===== config.mk =====
export PLATFORM = sky130hd
export DESIGN_NAME = ip_to_l2_framer_flat
export DESIGN_NICKNAME = d
export VERILOG_FILES = /design/src/rtl/ip_to_l2_framer_if.sv /design/src/rtl/ip_to_l2_framer.sv /design/src/flat_wrapper.sv
export SDC_FILE = /design/constraint.sdc
export NUM_CORES = 1
export LEC_CHECK = 0
export CAP_MARGIN = 20
export CELL_PAD_IN_SITES_DETAIL_PLACEMENT = 1
export CELL_PAD_IN_SITES_GLOBAL_PLACEMENT = 1
export CORE_MARGIN = 4
export CORE_UTILIZATION = 49
export DETAILED_ROUTE_END_ITERATION = 12
export GPL_TIMING_DRIVEN = 0
export PLACE_DENSITY = 0.94
export SYNTH_ARGS = -nofsm -noshare
export SYNTH_HDL_FRONTEND = slang
export SYNTH_SLANG_ARGS = --single-unit

===== constraint.sdc =====
create_clock -name clk -period 8.2 [get_ports clk]
set_clock_uncertainty 0.1 [all_clocks]
set_input_delay 1.64 -clock clk [delete_from_list [all_inputs] [get_ports clk]]
set_output_delay 1.64 -clock clk [all_outputs]
set_load 0.005 [all_outputs]

===== src/rtl/ip_to_l2_framer_if.sv =====
// Byte-stream bundle between the framer, its payload FIFO (FWFT) and the MAC TX sink.
interface ip_to_l2_framer_if;
    logic [7:0] in_dout;
    logic       in_empty;
    logic       in_rd;
    logic [7:0] out_data;
    logic       out_valid;
    logic       out_sop;
    logic       out_eop;
    logic       out_abort;
    logic       out_ready;

    modport master (
        input  in_dout, in_empty, out_ready,
        output in_rd, out_data, out_valid, out_sop, out_eop, out_abort
    );

    modport slave (
        output in_dout, in_empty, out_ready,
        input  in_rd, out_data, out_valid, out_sop, out_eop, out_abort
    );
endinterface


===== src/rtl/ip_to_l2_framer.sv =====
// Wraps one IP packet from a FWFT byte FIFO into an Ethernet II frame
// (header, payload, zero pad, CRC-32 FCS) on a valid/ready byte stream.
module ip_to_l2_framer #(
    parameter logic [47:0] DST_MAC     = 48'hFFFF_FFFF_FFFF,
    parameter logic [47:0] SRC_MAC     = 48'h0200_0000_0001,
    parameter logic [15:0] ETHERTYPE   = 16'h0800,
    parameter int unsigned MIN_PAYLOAD = 46,
    parameter int unsigned MAX_LEN     = 1500,
    parameter int unsigned IFG_CYCLES  = 12,
    parameter int unsigned UNDERRUN_TO = 255
) (
    input  logic              clk,
    input  logic              rst_n,
    input  logic              pkt_start_i,
    input  logic [10:0]       pkt_len_i,
    output logic              busy_o,
    output logic              len_err_o,
    output logic              underrun_err_o,
    ip_to_l2_framer_if.master bus
);
    localparam logic [111:0] HDR      = {DST_MAC, SRC_MAC, ETHERTYPE};
    localparam logic [31:0]  CRC_POLY = 32'hEDB8_8320;
    localparam logic [10:0]  MIN_L    = 11'(MIN_PAYLOAD);
    localparam logic [10:0]  MAX_L    = 11'(MAX_LEN);
    localparam logic [10:0]  IFG_LAST = 11'(IFG_CYCLES - 1);
    localparam logic [10:0]  TO_LAST  = 11'(UNDERRUN_TO - 1);

    typedef enum logic [2:0] {
        S_IDLE,
        S_HDR,
        S_PAY,
        S_PAD,
        S_FCS,
        S_IFG
    } state_t;

    function automatic logic [31:0] crc_byte(input logic [31:0] crc, input logic [7:0] b);
        logic [31:0] c;
        c = crc ^ {24'h0, b};
        for (int unsigned i = 0; i < 8; i++) begin
            c = c[0] ? ((c >> 1) ^ CRC_POLY) : (c >> 1);
        end
        return c;
    endfunction

    state_t      state_q;
    logic [10:0] cnt_q;
    logic [10:0] len_q;
    logic [10:0] wait_q;
    logic [31:0] crc_q;
    logic [31:0] crc_d;
    logic [7:0]  out_data_q;
    logic        out_valid_q;
    logic        out_sop_q;
    logic        out_eop_q;
    logic        out_abort_q;
    logic        fcs_out_q;
    logic        busy_q;
    logic        len_err_q;
    logic        underrun_q;

    logic         xfer;
    logic         can_load;
    logic         pop;
    logic         starve_to;
    logic [111:0] hdr_sh;
    logic [31:0]  fcs_sh;

    // CRC advances on the byte leaving the output register; FCS bytes are excluded
    // so the complemented value stays frozen while it is being shifted out.
    always_comb begin
        xfer      = out_valid_q && bus.out_ready;
        can_load  = !out_valid_q || bus.out_ready;
        crc_d     = (xfer && !fcs_out_q) ? crc_byte(crc_q, out_data_q) : crc_q;
        pop       = rst_n && (state_q == S_PAY) && can_load && !bus.in_empty;
        starve_to = (state_q == S_PAY) && !out_valid_q && bus.in_empty && (wait_q == TO_LAST);
        hdr_sh    = HDR << {cnt_q[3:0], 3'b000};
        fcs_sh    = ~crc_d >> {cnt_q[1:0], 3'b000};
    end

    assign bus.in_rd       = pop;
    assign bus.out_data    = out_data_q;
    assign bus.out_valid   = out_valid_q;
    assign bus.out_sop     = out_sop_q;
    assign bus.out_eop     = out_eop_q;
    assign bus.out_abort   = out_abort_q;
    assign busy_o          = busy_q;
    assign len_err_o       = len_err_q;
    assign underrun_err_o  = underrun_q;

    always_ff @(posedge clk) begin
        if (!rst_n) begin
            state_q     <= S_IDLE;
            cnt_q       <= '0;
            len_q       <= '0;
            wait_q      <= '0;
            crc_q       <= '0;
            out_data_q  <= '0;
            out_valid_q <= 1'b0;
            out_sop_q   <= 1'b0;
            out_eop_q   <= 1'b0;
            out_abort_q <= 1'b0;
            fcs_out_q   <= 1'b0;
            busy_q      <= 1'b0;
            len_err_q   <= 1'b0;
            underrun_q  <= 1'b0;
        end else begin
            len_err_q  <= 1'b0;
            underrun_q <= 1'b0;
            crc_q      <= crc_d;

            case (state_q)
                S_IDLE: begin
                    crc_q <= '1;
                    if (pkt_start_i) begin
                        if (pkt_len_i == '0 || pkt_len_i > MAX_L) begin
                            len_err_q <= 1'b1;
                        end else begin
                            len_q       <= pkt_len_i;
                            busy_q      <= 1'b1;
                            out_data_q  <= HDR[111:104];
                            out_valid_q <= 1'b1;
                            out_sop_q   <= 1'b1;
                            out_eop_q   <= 1'b0;
                            out_abort_q <= 1'b0;
                            fcs_out_q   <= 1'b0;
                            cnt_q       <= 11'd1;
                            wait_q      <= '0;
                            state_q     <= S_HDR;
                        end
                    end
                end

                S_HDR: begin
                    if (can_load) begin
                        out_data_q  <= hdr_sh[111:104];
                        out_valid_q <= 1'b1;
                        out_sop_q   <= 1'b0;
                        if (cnt_q == 11'd13) begin
                            cnt_q   <= '0;
                            state_q <= S_PAY;
                        end else begin
                            cnt_q <= cnt_q + 11'd1;
                        end
                    end
                end

                S_PAY: begin
                    if (pop) begin
                        out_data_q  <= bus.in_dout;
                        out_valid_q <= 1'b1;
                        out_sop_q   <= 1'b0;
                        wait_q      <= '0;
                        if (cnt_q == len_q - 11'd1) begin
                            if (len_q < MIN_L) begin
                                cnt_q   <= cnt_q + 11'd1;
                                state_q <= S_PAD;
                            end else begin
                                cnt_q   <= '0;
                                state_q <= S_FCS;
                            end
                        end else begin
                            cnt_q <= cnt_q + 11'd1;
                        end
                    end else if (starve_to) begin
                        out_data_q  <= '0;
                        out_valid_q <= 1'b1;
                        out_eop_q   <= 1'b1;
                        out_abort_q <= 1'b1;
                        underrun_q  <= 1'b1;
                        wait_q      <= '0;
                        cnt_q       <= '0;
                        state_q     <= S_IFG;
                    end else if (can_load) begin
                        // Only cycles with an empty output register count as starvation.
                        out_valid_q <= 1'b0;
                        if (!out_valid_q) begin
                            wait_q <= wait_q + 11'd1;
                        end
                    end
                end

                S_PAD: begin
                    if (can_load) begin
                        out_data_q  <= '0;
                        out_valid_q <= 1'b1;
                        if (cnt_q == MIN_L - 11'd1) begin
                            cnt_q   <= '0;
                            state_q <= S_FCS;
                        end else begin
                            cnt_q <= cnt_q + 11'd1;
                        end
                    end
                end

                S_FCS: begin
                    if (can_load) begin
                        out_data_q  <= fcs_sh[7:0];
                        out_valid_q <= 1'b1;
                        fcs_out_q   <= 1'b1;
                        if (cnt_q == 11'd3) begin
                            out_eop_q <= 1'b1;
                            cnt_q     <= '0;
                            state_q   <= S_IFG;
                        end else begin
                            cnt_q <= cnt_q + 11'd1;
                        end
                    end
                end

                S_IFG: begin
                    if (out_valid_q) begin
                        if (bus.out_ready) begin
                            out_valid_q <= 1'b0;
                            out_data_q  <= '0;
                            out_sop_q   <= 1'b0;
                            out_eop_q   <= 1'b0;
                            out_abort_q <= 1'b0;
                            fcs_out_q   <= 1'b0;
                        end
                    end else if (cnt_q == IFG_LAST) begin
                        cnt_q   <= '0;
                        busy_q  <= 1'b0;
                        state_q <= S_IDLE;
                    end else begin
                        cnt_q <= cnt_q + 11'd1;
                    end
                end

                default: state_q <= S_IDLE;
            endcase
        end
    end
endmodule


===== src/flat_wrapper.sv =====
// flat-port wrapper written by rule: the top's interface ports become plain ports
module ip_to_l2_framer_flat 
#(
    parameter logic [47:0] DST_MAC     = 48'hFFFF_FFFF_FFFF,
    parameter logic [47:0] SRC_MAC     = 48'h0200_0000_0001,
    parameter logic [15:0] ETHERTYPE   = 16'h0800,
    parameter int unsigned MIN_PAYLOAD = 46,
    parameter int unsigned MAX_LEN     = 1500,
    parameter int unsigned IFG_CYCLES  = 12,
    parameter int unsigned UNDERRUN_TO = 255
)
  (clk, rst_n, pkt_start_i, pkt_len_i, busy_o, len_err_o, underrun_err_o, bus_in_dout, bus_in_empty, bus_out_ready, bus_in_rd, bus_out_data, bus_out_valid, bus_out_sop, bus_out_eop, bus_out_abort);
  ip_to_l2_framer_if bus_i ();
  input  logic clk;
  input  logic rst_n;
  input  logic pkt_start_i;
  input  logic [10:0] pkt_len_i;
  output logic busy_o;
  output logic len_err_o;
  output logic underrun_err_o;
  input wire logic [$bits(bus_i.in_dout)-1:0] bus_in_dout;
  input wire logic [$bits(bus_i.in_empty)-1:0] bus_in_empty;
  input wire logic [$bits(bus_i.out_ready)-1:0] bus_out_ready;
  output wire logic [$bits(bus_i.in_rd)-1:0] bus_in_rd;
  output wire logic [$bits(bus_i.out_data)-1:0] bus_out_data;
  output wire logic [$bits(bus_i.out_valid)-1:0] bus_out_valid;
  output wire logic [$bits(bus_i.out_sop)-1:0] bus_out_sop;
  output wire logic [$bits(bus_i.out_eop)-1:0] bus_out_eop;
  output wire logic [$bits(bus_i.out_abort)-1:0] bus_out_abort;
  assign bus_i.in_dout = bus_in_dout;
  assign bus_i.in_empty = bus_in_empty;
  assign bus_i.out_ready = bus_out_ready;
  assign bus_in_rd = bus_i.in_rd;
  assign bus_out_data = bus_i.out_data;
  assign bus_out_valid = bus_i.out_valid;
  assign bus_out_sop = bus_i.out_sop;
  assign bus_out_eop = bus_i.out_eop;
  assign bus_out_abort = bus_i.out_abort;
  ip_to_l2_framer #(.DST_MAC(DST_MAC), .SRC_MAC(SRC_MAC), .ETHERTYPE(ETHERTYPE), .MIN_PAYLOAD(MIN_PAYLOAD), .MAX_LEN(MAX_LEN), .IFG_CYCLES(IFG_CYCLES), .UNDERRUN_TO(UNDERRUN_TO)) u_core (.clk(clk), .rst_n(rst_n), .pkt_start_i(pkt_start_i), .pkt_len_i(pkt_len_i), .busy_o(busy_o), .len_err_o(len_err_o), .underrun_err_o(underrun_err_o), .bus(bus_i));
endmodule

[Word level (Yosys, flattened, before mapping)]
Index checks and enable logic that the tools add are counted.
Word-level totals
  flip-flop bits (word level): 84
  input port bits: 24
  output and inout port bits: 16
  logic and storage cells: 186
Operators by class
  add/sub/neg operators: 3
  order comparisons: 2
  eq/ne operators: 31
  shift operators: 2
  multiplexer cells: 84
  bitwise gates (word level): 13
  reduce and logical (&&, ||, !) cells: 37
Operators by type and width (number)
  two-way mux 32 bit: 10
  two-way mux 11 bit: 20
  NOT 13 -> 14 bit: 8
  left shift 112 x 7 -> 112 bit (first input constant): 1
  two-way mux 8 bit: 9
  one-hot mux 11 bit (6 select lines): 1
  one-hot mux 8 bit (6 select lines): 1
  two-way mux 3 bit: 14
  NOT 32 bit: 1
  >> shifter 32 x 5 -> 8 bit: 1
  XOR 32 x 8 -> 32 bit: 1
  adder 11 x 1 -> 11 bit (second input constant): 2
  == test 11 x 4 -> 1 bit (second input constant): 2
  one-hot mux 11 bit (2 select lines): 1
  two-way mux 1 bit: 21
  inequality test 2 x 1 -> 1 bit (second input constant): 10
  one-hot mux 3 bit (6 select lines): 1
  AND reduction 9 bit: 2
  AND reduction 5 bit: 3
  AND reduction 7 bit: 2
  inequality test 2 bit (second input constant): 6
  one-hot mux 1 bit (4 select lines): 3
  AND reduction 12 bit: 1
  nonzero test 4 bit: 3
  other kinds (29): 48

[Logic depth before layout (Yosys ltp)]
  depth after elaboration: 22
  mapped depth: 11
  depth with buffers taken out: 9

[Least setup slack after synthesis]
OpenSTA, ideal clock, no wires.
  kind: input to output
  start point: input port bus_out_ready
  end point: output port bus_in_rd
  data arrival time: 2.715 ns
  required time: 6.460 ns
  path slack: 3.745 ns
  stages on the path: 5
  buffers on the path: 2
  path through: nor2b_1 > clkbuf_1 > or4b_2 > clkbuf_1 > inv_2
On the way
  longest elaborated chain between the ends: 3
Ends and longest elaborated chain
  start, declared: line flat_wrapper.sv:23  | input wire logic [$bits(bus_i.out_ready)-1:0] bus_out_ready;
  logical OR 1 bit: line ip_to_l2_framer.sv:73  | can_load = !out_valid_q || bus.out_ready;
  logical AND 1 bit (2 in series): line ip_to_l2_framer.sv:75  | pop = rst_n && (state_q == S_PAY) && can_load && !bus.in_empty;
  end, declared: line flat_wrapper.sv:24  | output wire logic [$bits(bus_i.in_rd)-1:0] bus_in_rd;
No other way between the ends.

[Final worst setup path]
  start point: input port rst_n
  end point: output port bus_in_rd
On the way
  longest elaborated chain between the ends: 3
Ends and longest elaborated chain
  start, declared: line flat_wrapper.sv:15  | input logic rst_n;
  logical AND 1 bit (3 in series): line ip_to_l2_framer.sv:75
No other way between the ends.

==> impl_metrics.ini <==
[global_route]
grt_pass1_vias = 5790
grt_max_degree = 14
grt_usage_pct = 29.6
grt_remaining_overflow = 0
antenna_found_initial = 0
grt_pass1_wl_um = 30400

[flow_run]
cap_violations = 0

[route]
dr.pass1.iters = 5
vias = 5463
drtAntennaViolNets = 0
drc = 0
drtIter0Drc = 426
routed_wl_um = 19300
post_drt_wl_per_cell_um = 22.5
vias_per_cell = 6.38

[sta]
whs_ns = 0.395
slew_headroom_pct = 28.4
fmax_mhz = 165
finalSetupTns_ns = 0
rsz0062_at_grt = no
final_hold_viol_count = 0
finalCriticalPeriod_ns = 6.07
slew_violations = 0
min_period_over_period_pct = 74.0
tightestPinTransition_ns = 1.07
setup_viol = 0

[floorplanning]
ios = 40
fp.dieW_um = 115
initial_core_util_pct = 51.1
core_um2 = 11100
dieArea_um2 = 13300
num_rows = 38
die_h_um = 115

[yosys]
netlist_area_um2 = 5660
synth_cell_types = 79
syn_inst = 662
synth-seq-cells = 84
avgSynthCellArea_um2 = 8.55
ys.flop_type = dfxtp_1
async_flop_share_pct = 0
synth_seq_area_share_pct = 29.7
synth_edf_count = 0
syn_nets = 694
ys.warnings.count = 0

[setup_path]
reg2reg_slack_ns = 4.69
endpoint = bus_in_rd
startpoint = rst_n
cp-start-kind = primary input
cp_max_fo = 10
r2r_start = u_core.cnt_q[1]
worst-endpoint-arrival_ns = 4.33
end_kind = primary output
r2r_cells = 11
cp.required_ns = 6.46
crit_type = in2out
regToRegEndpoint = u_core.state_q[0]

[placement]
hpwl_um = 14100
place_area_um2 = 6220
portBuffers = 39
gp_congestion = 0.984

[power]
p_int_w = 0.00183
irDropWorstVdd_mv = 0.452
seqPwrFrac_pct = 18.6
p_per_area_nw_per_um2 = 541
total_power_w = 0.00351
switching_share_pct = 47.8
switching_power_w = 0.00167
pwr-share-clk_pct = 10.9
p_leak_nw = 2.46
combPwrFrac_pct = 70.5

[cts]
cts_tree = done
post_cts_buffers = 0
clk_pin_slew_ns = 0.06
cts.hold.buffers_added = 0
cts.path.max_buffers = 2
worstSkewPairLatency_ns = 0.36
clock-sinks = 84
numCtsBuffers = 9
cts_resized = 0
htree_levels = 3
root_buffer = clkbuf_16

[cells_and_area]
area_growth_pct = 14.6
fin_area_um2 = 6480
diodes = 0
drive_gt1_share_pct = 7.26
fin_util_pct = 58.5
final_nets = 744

[status]
status = finished clean

[min_path]
hold_class = reg2reg
[metal layers]
metal | GRT usage (%) | share of wire, % | wire, um
met2 | 52.0 | 50 | 9570
met5 | 0 | 0 | 0
met3 | 6.01 | 5.5 | 1050
met4 | 15.6 | 5.2 | 1010
met1 | 33.9 | 40 | 7660
[stage by stage]
| stage | cells | setup WS [ns] |
|---|---|---|
| after floorplan | 662 | 3.74 |
| after global placement | 841 | 2.19 |
| after detailed placement | 841 | 2.18 |
| after CTS | 856 | 2.16 |
| after global routing | 856 | 2.09 |
| final | 856 | 2.13 |
[power groups by stage]
stage / Sequential [W] / Combinational, W / Clock (W)
after global routing: 0.000665 / 0.00262 / 0.000400
after floorplan: 0.000628 / 0.00183 / 0
after CTS: 0.000650 / 0.00243 / 0.000381
after detailed placement: 0.000657 / 0.00239 / 0
final: 0.000654 / 0.00247 / 0.000381
after global placement: 0.000648 / 0.00229 / 0
[flip-flops by register name, indices dropped and copies added, names as in the netlist]
name / count
u_core.bus.out_data: 8
u_core.wait_q: 11
u_core.bus.out_abort: 1
u_core.len_q: 11
u_core.cnt_q: 11
u_core.underrun_err_o: 1
u_core.bus.out_sop: 1
u_core.crc_q: 32
u_core.state_q: 3
u_core.fcs_out_q: 1
u_core.bus.out_eop: 1
u_core.busy_o: 1
u_core.bus.out_valid: 1
u_core.len_err_o: 1
[cell usage in the layout, fill, tap and decap left out, types with 4 or more instances in the layout]
cell / count
o22ai_1: 4
nand4_1: 11
o211ai_1: 9
inv_1: 17
clkbuf_1: 31
nor4_1: 4
xnor2_2: 7
ha_1: 8
nand2b_1: 5
xor2_2: 4
nor3_1: 13
nand2_1: 55
clkbuf_16: 9
nor2_1: 72
o21ai_1: 5
mux2i_1: 19
a21oi_1: 55
o21a_1: 10
and3_1: 5
xnor3_1: 11
o31ai_1: 6
a31oi_1: 13
xor2_1: 27
o21ai_0: 35
a211oi_1: 5
buf_2: 5
dfxtp_1: 84
xnor2_1: 39
nand3_1: 19
clkdlybuf4s50_1: 39
[cell type report]
class / instances / area [um^2]
Inverter: 21 / 78.8
Timing Repair Buffer: 39 / 390
Clock buffer: 11 / 233
Multi-Input combinational cell: 520 / 3750
Tap cell: 140 / 175
Buffer: 37 / 145
Sequential cell: 84 / 1680
Clock inverter: 4 / 27.5
Fill cell: 1343 / 4590
[critical path: stages]
cell and delay [ns]:
clkdlybuf4s50_1 0.63, inv_1 0.24, or4b_2 0.70, clkbuf_1 0.25, inv_2 0.30, clkdlybuf4s50_1 0.57
[logic make-up (layout without fill, tap and decap cells)]
family	count (synthesis)	after routing	synth area share [%]
simple gates	216	216	18.7
fa+ha+maj	8	8	1.77
xor+xnor	94	94	20.5
buf+inv	58	112	3.96
compound gates	181	181	21.2
mux	21	21	4.16
flops	84	84	29.7
[synthesized netlist by cell type, drive strengths merged, types with 5 or more instances]
cell    number  area share, %
a211oi       5           0.66
a21oi       57            5.2
a31oi       13            1.4
and3         5           0.55
buf          8           0.64
clkbuf      29            1.9
dfxtp       84             30
ha           8            1.8
inv         18            1.2
mux2i       19            3.4
nand2       55            3.6
nand2b       5           0.55
nand3       19            1.7
nand4       11            1.2
nor2        72            4.8
nor3        13            1.1
nor4         5           0.82
o211ai       9            1.2
o21a        10            1.3
o21ai       40            3.5
o31ai        7            1.2
or2          5           0.55
xnor2       48            9.0
xnor3       11            4.4
xor2        32            5.8
[worst min path at each step]
stage / startpoint / end / cells after the start
final: u_core.bus.out_sop / u_core.bus.out_sop / 2
after global routing: u_core.bus.out_sop / u_core.bus.out_sop / 2
after CTS: u_core.bus.out_sop / u_core.bus.out_sop / 2
after detailed placement: u_core.bus.out_sop / u_core.bus.out_sop / 2
after global placement: u_core.bus.out_sop / u_core.bus.out_sop / 2
after floorplan: u_core.busy_o / u_core.busy_o / 2
(Power assumes the default switching activity.)
